==> config.mk <==
export PLATFORM = sky130hd
export DESIGN_NAME = pulse_train_gen_flat
export DESIGN_NICKNAME = d
export VERILOG_FILES = /design/src/rtl/pulse_train_gen_if.sv /design/src/rtl/pulse_train_gen.sv /design/src/flat_wrapper.sv
export SDC_FILE = /design/constraint.sdc
export NUM_CORES = 1
export LEC_CHECK = 0
export ABC_CLOCK_PERIOD_IN_PS = 3600
export CORE_MARGIN = 5
export CORE_UTILIZATION = 50
export CTS_BUF_LIST = sky130_fd_sc_hd__clkbuf_4 sky130_fd_sc_hd__clkbuf_8
export CTS_CLUSTER_SIZE = 30
export DETAILED_ROUTE_END_ITERATION = 10
export PLACE_DENSITY = 0.73
export SLEW_MARGIN = 10
export SYNTH_ARGS = -nofsm -noshare
export SYNTH_HDL_FRONTEND = slang
export SYNTH_SLANG_ARGS = --single-unit
==> constraint.sdc <==
create_clock -name clk -period 3.6 [get_ports clk]
set_input_delay 0.54 -clock clk [delete_from_list [all_inputs] [get_ports clk]]
set_output_delay 0.54 -clock clk [all_outputs]
set_load 0.005 [all_outputs]
==> src/rtl/pulse_train_gen_if.sv <==
// Request/config and waveform/status bundle for pulse_train_gen.
// The requester holds master; the generator holds slave.
interface pulse_train_gen_if #(
  parameter int LEN_W = 8,
  parameter int NUM_W = 8
);
  logic             start;
  logic             abort;
  logic [LEN_W-1:0] high_len;
  logic [LEN_W-1:0] low_len;
  logic [NUM_W-1:0] num_pulses;
  logic             wave;
  logic             rise_edge;
  logic             fall_edge;
  logic             busy;
  logic             done;

  modport master (
    output start, abort, high_len, low_len, num_pulses,
    input  wave, rise_edge, fall_edge, busy, done
  );

  modport slave (
    input  start, abort, high_len, low_len, num_pulses,
    output wave, rise_edge, fall_edge, busy, done
  );
endinterface

==> src/rtl/pulse_train_gen.sv <==
// Burst pulse-train generator: N pulses of high_len/low_len cycles with
// registered wave, edge strobes, busy and a completion pulse.
module pulse_train_gen #(
  parameter int LEN_W = 8,
  parameter int NUM_W = 8
) (
  input  logic               clk,
  input  logic               rst_n,
  pulse_train_gen_if.slave   bus
);

  typedef enum logic [1:0] {IDLE = 2'd0, HIGH = 2'd1, LOW = 2'd2} state_t;

  state_t           state, state_nxt;
  logic [LEN_W-1:0] phase_cnt, phase_cnt_nxt;
  logic [NUM_W-1:0] pulse_cnt, pulse_cnt_nxt;
  logic [LEN_W-1:0] hi_q, lo_q;
  logic             done_nxt;
  logic             wave_q, rise_q, fall_q, busy_q, done_q;
  logic             wave_nxt, rise_nxt, fall_nxt, busy_nxt;
  logic             accept;

  // Phase counter holds remaining cycles minus one; a zero length behaves as 1.
  function automatic logic [LEN_W-1:0] phase_load(input logic [LEN_W-1:0] len);
    return (len == '0) ? '0 : len - LEN_W'(1);
  endfunction

  assign accept = (state == IDLE) && bus.start;

  // State register
  always_ff @(posedge clk or negedge rst_n) begin
    if (!rst_n) state <= IDLE;
    else        state <= state_nxt;
  end

  // Next-state and counter update
  always_comb begin
    state_nxt     = state;
    phase_cnt_nxt = phase_cnt;
    pulse_cnt_nxt = pulse_cnt;
    done_nxt      = 1'b0;
    case (state)
      IDLE: begin
        if (bus.start) begin
          if (bus.num_pulses == '0) begin
            done_nxt = 1'b1;
          end else begin
            state_nxt     = HIGH;
            phase_cnt_nxt = phase_load(bus.high_len);
            pulse_cnt_nxt = bus.num_pulses;
          end
        end
      end
      HIGH: begin
        if (bus.abort) begin
          state_nxt     = IDLE;
          phase_cnt_nxt = '0;
          pulse_cnt_nxt = '0;
        end else if (phase_cnt == '0) begin
          state_nxt     = LOW;
          phase_cnt_nxt = phase_load(lo_q);
        end else begin
          phase_cnt_nxt = phase_cnt - LEN_W'(1);
        end
      end
      LOW: begin
        if (bus.abort) begin
          state_nxt     = IDLE;
          phase_cnt_nxt = '0;
          pulse_cnt_nxt = '0;
        end else if (phase_cnt == '0) begin
          if (pulse_cnt == NUM_W'(1)) begin
            state_nxt     = IDLE;
            pulse_cnt_nxt = '0;
            done_nxt      = 1'b1;
          end else begin
            state_nxt     = HIGH;
            phase_cnt_nxt = phase_load(hi_q);
            pulse_cnt_nxt = pulse_cnt - NUM_W'(1);
          end
        end else begin
          phase_cnt_nxt = phase_cnt - LEN_W'(1);
        end
      end
      default: begin
        state_nxt     = IDLE;
        phase_cnt_nxt = '0;
        pulse_cnt_nxt = '0;
      end
    endcase
  end

  // Output decode: next-cycle values, registered below so strobes line up with wave
  always_comb begin
    wave_nxt = (state_nxt == HIGH);
    busy_nxt = (state_nxt != IDLE);
    rise_nxt = wave_nxt & ~wave_q;
    fall_nxt = ~wave_nxt & wave_q;
  end

  always_ff @(posedge clk or negedge rst_n) begin
    if (!rst_n) begin
      phase_cnt <= '0;
      pulse_cnt <= '0;
      hi_q      <= '0;
      lo_q      <= '0;
      wave_q    <= 1'b0;
      rise_q    <= 1'b0;
      fall_q    <= 1'b0;
      busy_q    <= 1'b0;
      done_q    <= 1'b0;
    end else begin
      phase_cnt <= phase_cnt_nxt;
      pulse_cnt <= pulse_cnt_nxt;
      if (accept) begin
        hi_q <= bus.high_len;
        lo_q <= bus.low_len;
      end
      wave_q <= wave_nxt;
      rise_q <= rise_nxt;
      fall_q <= fall_nxt;
      busy_q <= busy_nxt;
      done_q <= done_nxt;
    end
  end

  assign bus.wave      = wave_q;
  assign bus.rise_edge = rise_q;
  assign bus.fall_edge = fall_q;
  assign bus.busy      = busy_q;
  assign bus.done      = done_q;

endmodule

==> src/flat_wrapper.sv <==
// flat-port wrapper written by rule: the top's interface ports become plain ports
module pulse_train_gen_flat 
#(
  parameter int LEN_W = 8,
  parameter int NUM_W = 8
)
  (clk, rst_n, bus_start, bus_abort, bus_high_len, bus_low_len, bus_num_pulses, bus_wave, bus_rise_edge, bus_fall_edge, bus_busy, bus_done);
  pulse_train_gen_if #(.LEN_W(LEN_W), .NUM_W(NUM_W)) bus_i ();
  input  logic clk;
  input  logic rst_n;
  input wire logic [$bits(bus_i.start)-1:0] bus_start;
  input wire logic [$bits(bus_i.abort)-1:0] bus_abort;
  input wire logic [$bits(bus_i.high_len)-1:0] bus_high_len;
  input wire logic [$bits(bus_i.low_len)-1:0] bus_low_len;
  input wire logic [$bits(bus_i.num_pulses)-1:0] bus_num_pulses;
  output wire logic [$bits(bus_i.wave)-1:0] bus_wave;
  output wire logic [$bits(bus_i.rise_edge)-1:0] bus_rise_edge;
  output wire logic [$bits(bus_i.fall_edge)-1:0] bus_fall_edge;
  output wire logic [$bits(bus_i.busy)-1:0] bus_busy;
  output wire logic [$bits(bus_i.done)-1:0] bus_done;
  assign bus_i.start = bus_start;
  assign bus_i.abort = bus_abort;
  assign bus_i.high_len = bus_high_len;
  assign bus_i.low_len = bus_low_len;
  assign bus_i.num_pulses = bus_num_pulses;
  assign bus_wave = bus_i.wave;
  assign bus_rise_edge = bus_i.rise_edge;
  assign bus_fall_edge = bus_i.fall_edge;
  assign bus_busy = bus_i.busy;
  assign bus_done = bus_i.done;
  pulse_train_gen #(.LEN_W(LEN_W), .NUM_W(NUM_W)) u_core (.clk(clk), .rst_n(rst_n), .bus(bus_i));
endmodule
==> flow_summary.yaml, run 1 <==
worst_setup_path:
  reg2reg_depth: 7
  crit_path_max_fanout: 5
  cp-end-kind: "flop"
  crit_type: "input pin to flop"
  worstPathRequired_ps: 3770
  crit_path_max_incr_delay_ps: 510
  worst_setup_path_start_kind: "input pin"
  cp.arrival_ps: 2600
  slowest_stage: "clkdlybuf4s50_1"
  cp_cell_sequence: "clkdlybuf4s50_1, inv_1, ha_1, nor3b_1, a21boi_0, o21bai_1, a32o_1, nor3_1, o21ai_0"
place:
  dp_cells: 390
  io_buffers: 32
  pre_cts_ws_ps: 917
  dpl.hpwl_um: 4720
  gp_congestion: 0.890
cts:
  clockRootBuffer: "clkbuf_8"
  clkTransAtPathRegs_ps: 80
  htree_levels: 2
  cts_buffers: 5
  cts_resized: 0
  cts_setup_buffers: 0
  cts.sinks: 39
  cts_buffer_depth: 2
  cts.hold.buffers_added: 0
  cts_tree: "built"
  clk_latency_ps: 290
route:
  first_pass_iters: 4
  drt_iter0_drc: 117
  wl_um: 6210
  vias: 2339
  ant_nets: 0
  post_drt_wl_per_cell_um: 15.6
  via_per_inst: 5.88
  drcViolationCount: 0
pwr:
  leakage_nw: 1.24
  total_power_w: 0.00227
  pwr_density_cell_nw_per_um2: 730
  ir_worst_vdd_mv: 0.378
yosys:
  synth_edf_count: 0
  synth_top_family_by_area: "simple AND/OR/NAND/NOR gates"
  synth_fa_ha_area_share_pct: 3.83
  synth_xor_area_share_pct: 3.69
  synthSimpleGateAreaFrac_pct: 23.4
  synth_compound_area_share_pct: 21.9
  synth_top_area_share_pct: 37.4
  synthCells: 294
  ys_warn_count: 0
  avgSynthCellArea_um2: 8.88
  ys_types: 57
  ys_ff_latch: 39
  synth_nets: 330
  synth-async-reset-ratio_pct: 100
  synth_seq_area_share_pct: 37.4
  synth.cell_area_um2: 2610
  yosys.area.top_type: "dfrtp_1"
  synth_ff_type: "dfrtp_1"
  muxShareOfSynthArea_pct: 5.08
  ys_top_cells_by_area: "dfrtp_1 37%, nand2_1 4.7%, mux2_2 4.3%, o21ai_0 4.2%, ha_1 3.8%"
sta:
  clock_skew_ps: 3.18
  setup_viol: 0
  hold_violations: 0
  slew_headroom_pct: 42.0
  post-route-period-util_pct: 67.5
  tightest_slew_ps: 870
  final_max_slew_viol_count: 0
  whs_ps: 356
  fmax_mhz: 412
  finalCriticalPeriod_ps: 2430
  rsz0062_at_grt: "no"
  setup_tns_ps: 0
  fin_ws_ps: 1170
grt:
  first_global_vias: 2236
  overflow: 0
  antenna_found_initial: 0
  grt_pass1_wl_um: 10500
  grt_use_total_pct: 20.2
  grt_max_degree: 40
min_path:
  hold_path.class: "input pin to asynchronous set/reset pin"
finish:
  fillCellCount: 467
  layout_common_cells: "39 x dfrtp_1, 33 x nand2_1, 31 x clkdlybuf4s50_1"
  final_nets: 363
  syn_to_final_growth_pct: 18.9
  num_antenna_cells: 0
  seq_area_um2: 976
  final_common_cell: "dfrtp_1"
  final_layout_size_suffix_gt1_share_pct: 11.3
  finalNonFillerCells: 398
  multi_input_comb_area_um2: 1510
floorplanning:
  coreArea_um2: 5070
  dieArea_um2: 6770
  rows: 26
  start_util_pct: 51.5
  die_x_um: 82.3
  boundaryPins: 33
  die_y_um: 82.3
job:
  cap_viol_max_count: 0
status:
  status: "finished, final reports clean"
==> registers in the layout (all words and copies together) (netlist names) <==
name / count
u_core.bus.wave: 1
u_core.bus.fall_edge: 1
u_core.bus.rise_edge: 1
u_core.hi_q: 8
u_core.lo_q: 8
u_core.bus.done: 1
u_core.pulse_cnt: 8
u_core.phase_cnt: 8
u_core.bus.busy: 1
u_core.state: 2
==> report_power, final <==
group          leakage (nW)  internal, W  switching [W]
Sequential            0.484     0.000620       0.000232
Combinational         0.696     0.000491       0.000554
Clock                0.0581     0.000206       0.000163
==> final timing paths <==
check | start | to | slack (ps)
min | rst_n | u_core.hi_q[0] | 360
max | bus_high_len[0] | u_core.phase_cnt[6] | 1170
max reg2reg | u_core.phase_cnt[0] | u_core.phase_cnt[6] | 1240
min reg2reg | u_core.bus.wave | u_core.bus.rise_edge | 460
max in group asynchronous | rst_n | u_core.phase_cnt[0] | 2710
min in group clk | u_core.bus.wave | u_core.bus.rise_edge | 460
==> cell usage after synthesis, types with 8 or more instances <==
master   instances
o21ai_0         22
nor2_1          24
ha_1             8
nor3_1          13
xnor2_1         10
mux2_2          10
a21oi_1         14
o31ai_1          8
inv_1           21
nor4_1           8
dfrtp_1         39
nand2_1         33
==> logic make-up after synthesis <==
family          count (synthesis)
simple gates                  112
compound gates                 82
flops                          39
buf+inv                        30
mux                            12
xor+xnor                       11
fa+ha+maj                       8
==> metrics by stage <==
| step | cell area, um2 | util (%) |
|---|---|---|
| floorplan | 2610 | - |
| global placement | 2990 | 59.0 |
| detailed placement | 2990 | 59.0 |
| CTS | 3110 | 61.2 |
| global route | 3110 | 61.2 |
| finish | 3110 | 61.2 |
==> routing by layer <==
layer  part of all wire, %  GRT usage, %
met2                    46          31.3
met5                     0             0
met4                   2.2          7.81
met3                   4.5          3.69
met1                    47          27.8
==> critical path, delay by kind of cell <==
| kind | cells | cell delay, ps |
|---|---|---|
| compound gates | 4 | 640 |
| fa+ha+maj | 1 | 180 |
| buf+inv | 2 | 610 |
| simple gates | 2 | 630 |
==> final cells by class <==
cell class / count / share of cell area (%)
Multi-Input combinational cell: 225 / 48.7
Sequential cell: 39 / 31.4
Inverter: 21 / 2.54
Timing Repair Buffer: 35 / 10.9
Clock inverter: 3 / 1.41
Clock buffer: 5 / 2.22
Tap cell: 70 / 2.82
Note: power is estimated with default switching activity, not from simulation.
==> run 2, diff against run 1 <==
Settings changed: ABC_CLOCK_PERIOD_IN_PS 3600 to 2000, PLACE_DENSITY 0.73 to 0.76.
Clock period 3.6 ns to 2 ns, I/O delays scaled along.
==> flow_summary.yaml, run 2 (synthesized netlist as in run 1, its figures left out) <==
cts:
  cts.hold.buffers_added: 0
  htree_levels: 2
  cts_buffer_depth: 2
  cts_tree: "built"
  clkTransAtPathRegs_ps: 80
  cts_buffers: 5
  clockRootBuffer: "clkbuf_8"
  cts.sinks: 39
  clk_latency_ps: 300
floorplanning:
  boundaryPins: 33
  die_y_um: 82.3
  rows: 26
  die_x_um: 82.3
  coreArea_um2: 5070
  dieArea_um2: 6770
  start_util_pct: 51.5
sta:
  hold_violations: 0
  tightest_slew_ps: 511
  post-route-period-util_pct: 106
  rsz0062_at_grt: "yes"
  fmax_mhz: 472
  clock_skew_ps: 7.22
  fin_ws_ps: -120
  setup_viol: 20
  finalCriticalPeriod_ps: 2120
  whs_ps: 57.1
  slew_headroom_pct: 66.0
  final_max_slew_viol_count: 0
finish:
  num_antenna_cells: 0
  fillCellCount: 346
  final_layout_size_suffix_gt1_share_pct: 37.8
  syn_to_final_growth_pct: 51.0
  final_area_um2: 3940
  final_common_cell: "buf_4"
  final_nets: 441
  finalNonFillerCells: 475
  layout_common_cells: "77 x buf_4, 39 x dfrtp_1, 32 x nand2_1"
place:
  gp_congestion: 0.924
  placed_cell_area_um2: 3530
  dpl.hpwl_um: 5550
  pre_cts_ws_ps: -244
  io_buffers: 32
  dp_cells: 459
route:
  drt_iter0_drc: 247
  drcViolationCount: 0
  via_per_inst: 6.15
  wl_um: 9040
  ant_nets: 0
  first_pass_iters: 7
  post_drt_wl_per_cell_um: 19.0
  vias: 2919
pwr:
  pwr-share-comb_pct: 61.0
  switching_share_pct: 42.7
  pwr-share-seq_pct: 26.6
  ir_worst_vdd_mv: 0.909
  leakage_nw: 1.66
  pwr_density_cell_nw_per_um2: 1350
  clkPwrFrac_pct: 12.4
  p_sw_w: 0.00227
  total_power_w: 0.00531
  p_int_w: 0.00304
worst_setup_path:
  crit_family: "simple AND/OR/NAND/NOR gates"
  crit_type: "flop to flop"
  slowest_stage: "or4_4"
  cp.arrival_ps: 2300
  crit_path_max_fanout: 7
  crit_path_max_incr_delay_ps: 560
  path_buf_inv: 2
  worstPathRequired_ps: 2180
  worst_setup_path_start_kind: "flop"
  cp_cell_sequence: "or4_4, buf_6, nor3_4, o22ai_1, buf_4, o21ai_0, o31ai_1"
  cp-end-kind: "flop"
grt:
  grt_use_total_pct: 25.7
  grt_pass1_wl_um: 13400
  antenna_found_initial: 0
  first_global_vias: 2801
  overflow: 0
  grt_max_degree: 40
min_path:
  hold_path.class: "input pin to asynchronous set/reset pin"
status:
  violations: "negative setup slack"
  status: "complete, but fails checks"
job:
  cap_viol_max_count: 0
[run 2: cell types whose count changed in the layout (fill, tap and decap cells not counted), moves of 5 or more]
| cell | before | now |
|---|---|---|
| nor4_2 | 0 | 5 |
| buf_4 | 3 | 77 |
| nor4_1 | 8 | 2 |
| o21ai_0 | 22 | 17 |
[run 2: area by class of cell]
cell class                      instances  area (um2)  area share (%)
Multi-Input combinational cell        225        1760            44.7
Inverter                               21        78.8            2.00
Clock buffer                            6        76.3            1.94
Tap cell                               70        87.6            2.22
Clock inverter                          1        30.0           0.762
Sequential cell                        39         976            24.8
Timing Repair Buffer                  113         932            23.6
[run 2: power groups by stage]
stage               Clock, W  Combinational [W]  Sequential (W)
floorplan                  0            0.00147         0.00143
global route        0.000695            0.00347         0.00144
global placement           0            0.00254         0.00136
CTS                 0.000659            0.00280         0.00138
detailed placement         0            0.00261         0.00139
finish              0.000660            0.00324         0.00141
[run 2: worst paths after layout]
| path | start | to | slack [ps] | cells past startpoint |
|---|---|---|---|---|
| max in group asynchronous | rst_n | u_core.phase_cnt[4] | 1590 | 2 |
| setup reg to reg | u_core.phase_cnt[5] | u_core.pulse_cnt[6] | -120 | 7 |
| hold reg to reg | u_core.bus.wave | u_core.bus.rise_edge | 460 | 1 |
| hold / removal | rst_n | u_core.hi_q[1] | 60 | 2 |
| min in group clk | u_core.bus.wave | u_core.bus.rise_edge | 460 | 1 |
| setup / recovery | u_core.phase_cnt[5] | u_core.pulse_cnt[6] | -120 | 7 |
[run 2: timing repair]
item / in CTS / in global routing
setup buffers: 5 / 3
endpoints found under the setup margin: 20 / 22
gates cloned: 1 / 0
gates resized for setup: 18 / 40
pin swaps: 5 / 15
[run 2: metrics by stage]
step,util [%],setup TNS (ps)
6_report,77.7,-1210
4_1_cts,73.7,-164
2_1_floorplan,-,0
3_5_place_dp,69.5,-3030
3_3_place_gp,69.5,-2290
5_1_grt,77.7,-2890
[run 2: routing by layer]
metal,GRT usage [%],vias to the layer above,wire [um]
met1,33.1,1380,3510
met4,8.14,0,411
met3,5.53,55,667
met2,43.0,179,4440
met5,0,-,0
li1,-,1305,-
==> run 3, diff against run 2 <==
Settings changed: ABC_CLOCK_PERIOD_IN_PS 2000 to unset.
==> results of run 3 <==
Same layout as run 2: the final DEF is identical, and so are final timing and power.
